$ cat src/rtl/pipe_ctrl_unit.sv
// ---------------------------------------------------------------------------------------------
// pipe_ctrl_unit
//
// Registered control unit for a 5-stage MIPS pipeline. Decodes the ID-stage opcode into a
// control word, carries it through the ID/EX, EX/MEM and MEM/WB control registers, and
// generates the front-end controls: load-use stall, branch/jump flush and memory-stall freeze.
//
// Ports:
//   clk          system clock, rising edge
//   rst          synchronous active-high reset
//   id_valid     IF/ID holds a real instruction
//   id_opcode    inst[31:26] in ID
//   id_rs        inst[25:21] in ID
//   id_rt        inst[20:16] in ID
//   branch_eq    ID comparator result (rs == rt)
//   mem_stall    data cache busy; freezes the whole pipeline
//   pc_write     PC load enable
//   ifid_write   IF/ID load enable
//   if_flush     zero IF/ID on the next edge
//   pc_src       00 PC+4, 01 branch target, 10 jump target
//   ex_reg_dst   EX: write rd (1) / rt (0)
//   ex_alu_src   EX: immediate operand
//   ex_alu_op    EX: 00 add, 01 sub, 10 funct-decoded
//   ex_rt        rt held in ID/EX (for the forwarding unit)
//   mem_read     MEM-stage load
//   mem_write    MEM-stage store
//   wb_reg_write WB-stage register write
//   wb_memto_reg WB: select memory data
//   illegal_op   pulse: unknown opcode decoded in ID
// ---------------------------------------------------------------------------------------------
module pipe_ctrl_unit #(
    parameter int unsigned REG_AW       = 5,
    parameter int unsigned ALUOP_W      = 2,
    // Bubbles per load-use hazard (1..3); CNT_W must be able to hold this value.
    parameter int unsigned LU_STALL_CYC = 1,
    parameter int unsigned CNT_W        = 2
) (
    input  logic               clk,
    input  logic               rst,
    input  logic               id_valid,
    input  logic [5:0]         id_opcode,
    input  logic [REG_AW-1:0]  id_rs,
    input  logic [REG_AW-1:0]  id_rt,
    input  logic               branch_eq,
    input  logic               mem_stall,
    output logic               pc_write,
    output logic               ifid_write,
    output logic               if_flush,
    output logic [1:0]         pc_src,
    output logic               ex_reg_dst,
    output logic               ex_alu_src,
    output logic [ALUOP_W-1:0] ex_alu_op,
    output logic [REG_AW-1:0]  ex_rt,
    output logic               mem_read,
    output logic               mem_write,
    output logic               wb_reg_write,
    output logic               wb_memto_reg,
    output logic               illegal_op
);

    // Opcodes understood by the decoder.
    localparam logic [5:0] OpRtype = 6'd0;
    localparam logic [5:0] OpJ     = 6'd2;
    localparam logic [5:0] OpBeq   = 6'd4;
    localparam logic [5:0] OpAddi  = 6'd8;
    localparam logic [5:0] OpLw    = 6'd35;
    localparam logic [5:0] OpSw    = 6'd43;

    // ALU-op encodings sent to ALU control.
    localparam logic [ALUOP_W-1:0] AluAdd   = ALUOP_W'(0);
    localparam logic [ALUOP_W-1:0] AluSub   = ALUOP_W'(1);
    localparam logic [ALUOP_W-1:0] AluFunct = ALUOP_W'(2);

    // PC source select.
    localparam logic [1:0] PcSeq    = 2'b00;
    localparam logic [1:0] PcBranch = 2'b01;
    localparam logic [1:0] PcJump   = 2'b10;

    // ------------------------------------------------------------------
    // ID-stage decode
    // ------------------------------------------------------------------
    logic               dec_reg_dst;
    logic               dec_alu_src;
    logic [ALUOP_W-1:0] dec_alu_op;
    logic               dec_mem_read;
    logic               dec_mem_write;
    logic               dec_reg_write;
    logic               dec_memto_reg;
    logic               dec_branch;
    logic               dec_jump;
    logic               dec_legal;
    // Instruction reads rt as a source register (load-use compare on rt applies).
    logic               dec_uses_rt;

    always_comb begin
        dec_reg_dst   = 1'b0;
        dec_alu_src   = 1'b0;
        dec_alu_op    = AluAdd;
        dec_mem_read  = 1'b0;
        dec_mem_write = 1'b0;
        dec_reg_write = 1'b0;
        dec_memto_reg = 1'b0;
        dec_branch    = 1'b0;
        dec_jump      = 1'b0;
        dec_legal     = 1'b0;
        dec_uses_rt   = 1'b0;
        if (id_valid) begin
            case (id_opcode)
                OpRtype: begin
                    dec_legal     = 1'b1;
                    dec_uses_rt   = 1'b1;
                    dec_reg_dst   = 1'b1;
                    dec_reg_write = 1'b1;
                    dec_alu_op    = AluFunct;
                end
                OpLw: begin
                    dec_legal     = 1'b1;
                    dec_alu_src   = 1'b1;
                    dec_mem_read  = 1'b1;
                    dec_reg_write = 1'b1;
                    dec_memto_reg = 1'b1;
                    dec_alu_op    = AluAdd;
                end
                OpSw: begin
                    dec_legal     = 1'b1;
                    dec_uses_rt   = 1'b1;
                    dec_alu_src   = 1'b1;
                    dec_mem_write = 1'b1;
                    dec_alu_op    = AluAdd;
                end
                OpBeq: begin
                    dec_legal     = 1'b1;
                    dec_uses_rt   = 1'b1;
                    dec_branch    = 1'b1;
                    dec_alu_op    = AluSub;
                end
                OpAddi: begin
                    dec_legal     = 1'b1;
                    dec_alu_src   = 1'b1;
                    dec_reg_write = 1'b1;
                    dec_alu_op    = AluAdd;
                end
                OpJ: begin
                    dec_legal     = 1'b1;
                    dec_jump      = 1'b1;
                end
                default: begin
                    dec_legal     = 1'b0;
                end
            endcase
        end
    end

    // ------------------------------------------------------------------
    // Stage registers
    // ------------------------------------------------------------------
    logic               idex_reg_dst_q,  idex_reg_dst_d;
    logic               idex_alu_src_q,  idex_alu_src_d;
    logic [ALUOP_W-1:0] idex_alu_op_q,   idex_alu_op_d;
    logic               idex_mem_read_q, idex_mem_read_d;
    logic               idex_mem_write_q, idex_mem_write_d;
    logic               idex_reg_write_q, idex_reg_write_d;
    logic               idex_memto_reg_q, idex_memto_reg_d;
    logic [REG_AW-1:0]  idex_rt_q,       idex_rt_d;

    logic               exmem_mem_read_q;
    logic               exmem_mem_write_q;
    logic               exmem_reg_write_q;
    logic               exmem_memto_reg_q;

    logic               memwb_reg_write_q;
    logic               memwb_memto_reg_q;

    logic [CNT_W-1:0]   cnt_q, cnt_d;

    // ------------------------------------------------------------------
    // Load-use hazard
    // ------------------------------------------------------------------
    logic lu_detect;
    logic lu_stall;

    always_comb begin
        lu_detect = 1'b0;
        if (idex_mem_read_q && (idex_rt_q != '0) && id_valid) begin
            lu_detect = (idex_rt_q == id_rs) || (dec_uses_rt && (idex_rt_q == id_rt));
        end
        // The detect cycle is itself the first bubble; the counter covers the rest.
        lu_stall = (cnt_q != '0) || lu_detect;
    end

    always_comb begin
        cnt_d = '0;
        if (cnt_q != '0) begin
            cnt_d = cnt_q - CNT_W'(1);
        end else if (lu_detect) begin
            cnt_d = CNT_W'(LU_STALL_CYC - 1);
        end
    end

    // ID/EX next value: a stall injects an all-zero bubble.
    always_comb begin
        idex_reg_dst_d   = 1'b0;
        idex_alu_src_d   = 1'b0;
        idex_alu_op_d    = AluAdd;
        idex_mem_read_d  = 1'b0;
        idex_mem_write_d = 1'b0;
        idex_reg_write_d = 1'b0;
        idex_memto_reg_d = 1'b0;
        idex_rt_d        = '0;
        if (!lu_stall) begin
            idex_reg_dst_d   = dec_reg_dst;
            idex_alu_src_d   = dec_alu_src;
            idex_alu_op_d    = dec_alu_op;
            idex_mem_read_d  = dec_mem_read;
            idex_mem_write_d = dec_mem_write;
            idex_reg_write_d = dec_reg_write;
            idex_memto_reg_d = dec_memto_reg;
            // Invalid and unknown instructions enter as a clean bubble, rt included.
            idex_rt_d        = dec_legal ? id_rt : '0;
        end
    end

    always_ff @(posedge clk) begin
        if (rst) begin
            idex_reg_dst_q    <= 1'b0;
            idex_alu_src_q    <= 1'b0;
            idex_alu_op_q     <= AluAdd;
            idex_mem_read_q   <= 1'b0;
            idex_mem_write_q  <= 1'b0;
            idex_reg_write_q  <= 1'b0;
            idex_memto_reg_q  <= 1'b0;
            idex_rt_q         <= '0;
            exmem_mem_read_q  <= 1'b0;
            exmem_mem_write_q <= 1'b0;
            exmem_reg_write_q <= 1'b0;
            exmem_memto_reg_q <= 1'b0;
            memwb_reg_write_q <= 1'b0;
            memwb_memto_reg_q <= 1'b0;
            cnt_q             <= '0;
        end else if (!mem_stall) begin
            idex_reg_dst_q    <= idex_reg_dst_d;
            idex_alu_src_q    <= idex_alu_src_d;
            idex_alu_op_q     <= idex_alu_op_d;
            idex_mem_read_q   <= idex_mem_read_d;
            idex_mem_write_q  <= idex_mem_write_d;
            idex_reg_write_q  <= idex_reg_write_d;
            idex_memto_reg_q  <= idex_memto_reg_d;
            idex_rt_q         <= idex_rt_d;
            exmem_mem_read_q  <= idex_mem_read_q;
            exmem_mem_write_q <= idex_mem_write_q;
            exmem_reg_write_q <= idex_reg_write_q;
            exmem_memto_reg_q <= idex_memto_reg_q;
            memwb_reg_write_q <= exmem_reg_write_q;
            memwb_memto_reg_q <= exmem_memto_reg_q;
            cnt_q             <= cnt_d;
        end
    end

    // ------------------------------------------------------------------
    // Front-end controls: reset > mem_stall > load-use > branch/jump
    // ------------------------------------------------------------------
    always_comb begin
        pc_write   = 1'b0;
        ifid_write = 1'b0;
        if_flush   = 1'b0;
        pc_src     = PcSeq;
        illegal_op = 1'b0;
        if (!rst && !mem_stall && !lu_stall) begin
            pc_write   = 1'b1;
            ifid_write = 1'b1;
            // Only raised once the instruction actually leaves ID, so it pulses once.
            illegal_op = id_valid && !dec_legal;
            if (dec_jump) begin
                pc_src   = PcJump;
                if_flush = 1'b1;
            end else if (dec_branch && branch_eq) begin
                pc_src   = PcBranch;
                if_flush = 1'b1;
            end
        end
    end

    assign ex_reg_dst   = idex_reg_dst_q;
    assign ex_alu_src   = idex_alu_src_q;
    assign ex_alu_op    = idex_alu_op_q;
    assign ex_rt        = idex_rt_q;
    assign mem_read     = exmem_mem_read_q;
    assign mem_write    = exmem_mem_write_q;
    assign wb_reg_write = memwb_reg_write_q;
    assign wb_memto_reg = memwb_memto_reg_q;

endmodule

$ cat config.mk
export PLATFORM = sky130hd
export DESIGN_NAME = pipe_ctrl_unit
export DESIGN_NICKNAME = d
export VERILOG_FILES = /design/src/rtl/pipe_ctrl_unit.sv
export SDC_FILE = /design/constraint.sdc
export NUM_CORES = 1
export LEC_CHECK = 0
export ABC_AREA = 1
export CAP_MARGIN = 20
export CORE_MARGIN = 5
export CORE_UTILIZATION = 40
export DETAILED_ROUTE_END_ITERATION = 12
export HOLD_SLACK_MARGIN = 0.12
export MAX_ROUTING_LAYER = met4
export PLACE_DENSITY = 0.73
export SLEW_MARGIN = 20
export SYNTH_ARGS = -nofsm -noshare
export SYNTH_HDL_FRONTEND = slang
export SYNTH_SLANG_ARGS = --single-unit
export TNS_END_PERCENT = 1
$ cat constraint.sdc
create_clock -name clk -period 3.1 [get_ports clk]
set_input_delay 0.62 -clock clk [delete_from_list [all_inputs] [get_ports clk]]
set_output_delay 0.62 -clock clk [all_outputs]
set_load 0.1 [all_outputs]
==> reports/metrics.cfg <==
[global_routing]
grt_antenna_before_repair=0
grt_max_degree=17
overflow=0
groute.usage.overall_pct=15.1
grt_pass1_wl_mm=4.91
grt_pass1_vias=1163

[sta]
finalSetupTns_ps=0
finalCritPeriodShare_pct=94.8
fin_skew_ps=2.69
setup_viol=0
period_minus_slack_ps=2940
worst_pin_slew_ps=776
max_freq_mhz=340
rsz0062_at_grt=false
max_slew_margin_pct=48.1
hold_viol_final=0
drv_slew=0

[synth]
ys_warn_count=0
syn-mean-instance-area_um2=6.49
synth-main-ff-cell=dfxtp_1
synth_seq_cells=19
ys_seq_area_share_pct=33.9
synth_cell_types=22
ys_async_sr_fraction_pct=0
synth-edff-count=0
syn_area_um2=1120
postSynthCellCount=173
syn_nets=194

[setup_path]
path_class=in -> out
r2r_end=ex_reg_dst
critical_path_arrival_ps=2320
reg2reg_slack_ps=1690
critical_path.endpoint_type=output pin
cp-start-kind=input port
crit_fanout=5
r2r-start=ex_rt[1]
worst-r2r-cell-count=10
crit_required_ps=2480

[placement]
place.gp.congestion=0.923
dp_hpwl_mm=2.39
io_buffer_count=39
dp_cells=242

[clock_tree]
cts_tree=built
htreeDepth=1
cts-buffers-inserted=3
post_cts_resized=0
clk_pin_slew_ps=110
cts_setup_buffers=0
clock-root-buffer=clkbuf_4
clock_sinks=19
cts_hold_buf=0
clk_latency_ps=290
cts_max_path_buffers=2

[finish]
synthToLayoutAreaGrowth_pct=47.6
diodes=0
fin_cells=246
fillers=262
drive_gt1_share_pct=21.4
layout_common_cells=nand2_1 (43), nor2_1 (24), inv_1 (22)
largest_reg_flops=5
final_util_pct=60.6
nets=237
final_common_cell=nand2_1

[routing]
wl_mm=2.92
wl_per_cell_um=11.9
vias=1242
postRouteAntennaNets=0
drtIter0Drc=34
drc=0
vias_per_cell=5.05
firstDrtPassIters=4

[die]
die_area_um2=3970
core_area_um2=2730
die_h_um=63.0
num_rows=19
ios=40
initial_utilization_pct=41.1
dieWidth_um=63.0

[power_and_ir_drop]
p_total_uw=510
power_density_nw_per_um2=308
peakVddDrop_mv=0.309
leakage_nw=0.789

[worst_hold_path]
holdCritStartpoint=idex_reg_write_q
whs_path_depth=2
holdPathEnd=idex_reg_write_q
hp-class=reg -> reg

[flow_run]
drv_cap=0

[status]
status=finished, final reports clean

[layer usage]
metal / vias up / part of all wire (%) / global-route usage [%]
li1: 646 / - / -
met1: 531 / 42 / 17.5
met5: - / 0 / -
met3: 5 / 7.9 / 3.24
met4: 0 / 1.3 / 5.04
met2: 60 / 48 / 25.8
[kinds of logic (layout without fill, tap and decap cells)]
| kind of cell | Yosys count | count (layout) | share of synthesized area (%) |
|---|---|---|---|
| AO/OA/AOI/OAI | 13 | 13 | 6.02 |
| XOR/XNOR | 5 | 5 | 3.90 |
| buffers and inverters | 28 | 70 | 11.5 |
| flip-flops | 19 | 19 | 33.9 |
| AND/OR/NAND/NOR | 108 | 108 | 44.7 |
[area by class of cell]
cell class	instances	area, um^2	share of cell area [%]
timing repair buffer	44	455	27.5
clock buffer	3	22.5	1.36
multi-input combinational	126	666	40.2
tap	31	38.8	2.34
clock inverter	1	5.00	0.302
inverter	22	82.6	4.98
sequential	19	387	23.3
[worst max-delay path, cell delays in order]
cell and delay [ps]:
clkdlybuf4s50_1 520, inv_1 110, nor2_4 110, nand3_2 100
nand2_1 80, nand2_1 60, o21ai_1 160, nand2_2 70
nand2_1 60, buf_4 190, nor2_4 70, buf_12 180
[metrics by stage]
step | setup WS, ps | hold WS (ps) | instance area [um^2]
after floorplan | 43.4 | 418 | 1180
after global placement | 300 | 428 | 1630
after detailed placement | 177 | 435 | 1630
after CTS | 172 | 457 | 1660
after global routing | 33.3 | 478 | 1660
final | 160 | 455 | 1660
[synth_stat cells (3+ instances only)]
cell	instances	area, um^2
nor2_2	3	18.8
nor3_1	11	55.1
nand2_1	43	161
nand3_1	8	40.0
nand4_1	13	81.3
o21ai_0	9	45.0
inv_1	22	82.6
xnor2_1	3	26.3
nor2_1	25	93.8
dfxtp_1	19	380
[worst max-delay path by stage]
stage / start / endpoint / slack (ps) / cells past startpoint
2_1_floorplan: ex_rt[1] / pc_write / 40 / 9
3_3_place_gp: id_opcode[2] / illegal_op / 300 / 8
3_5_place_dp: id_opcode[3] / pc_write / 180 / 12
4_1_cts: id_opcode[3] / pc_write / 170 / 12
5_1_grt: id_opcode[3] / pc_write / 30 / 12
6_report: id_opcode[3] / pc_write / 160 / 12
[power by group]
part | total (mW) | switching, mW | internal [mW]
clock network | 0.125 | 0.0770 | 0.0480
logic | 0.135 | 0.0848 | 0.0499
registers | 0.251 | 0.00251 | 0.248
(Power assumes the default switching activity.)
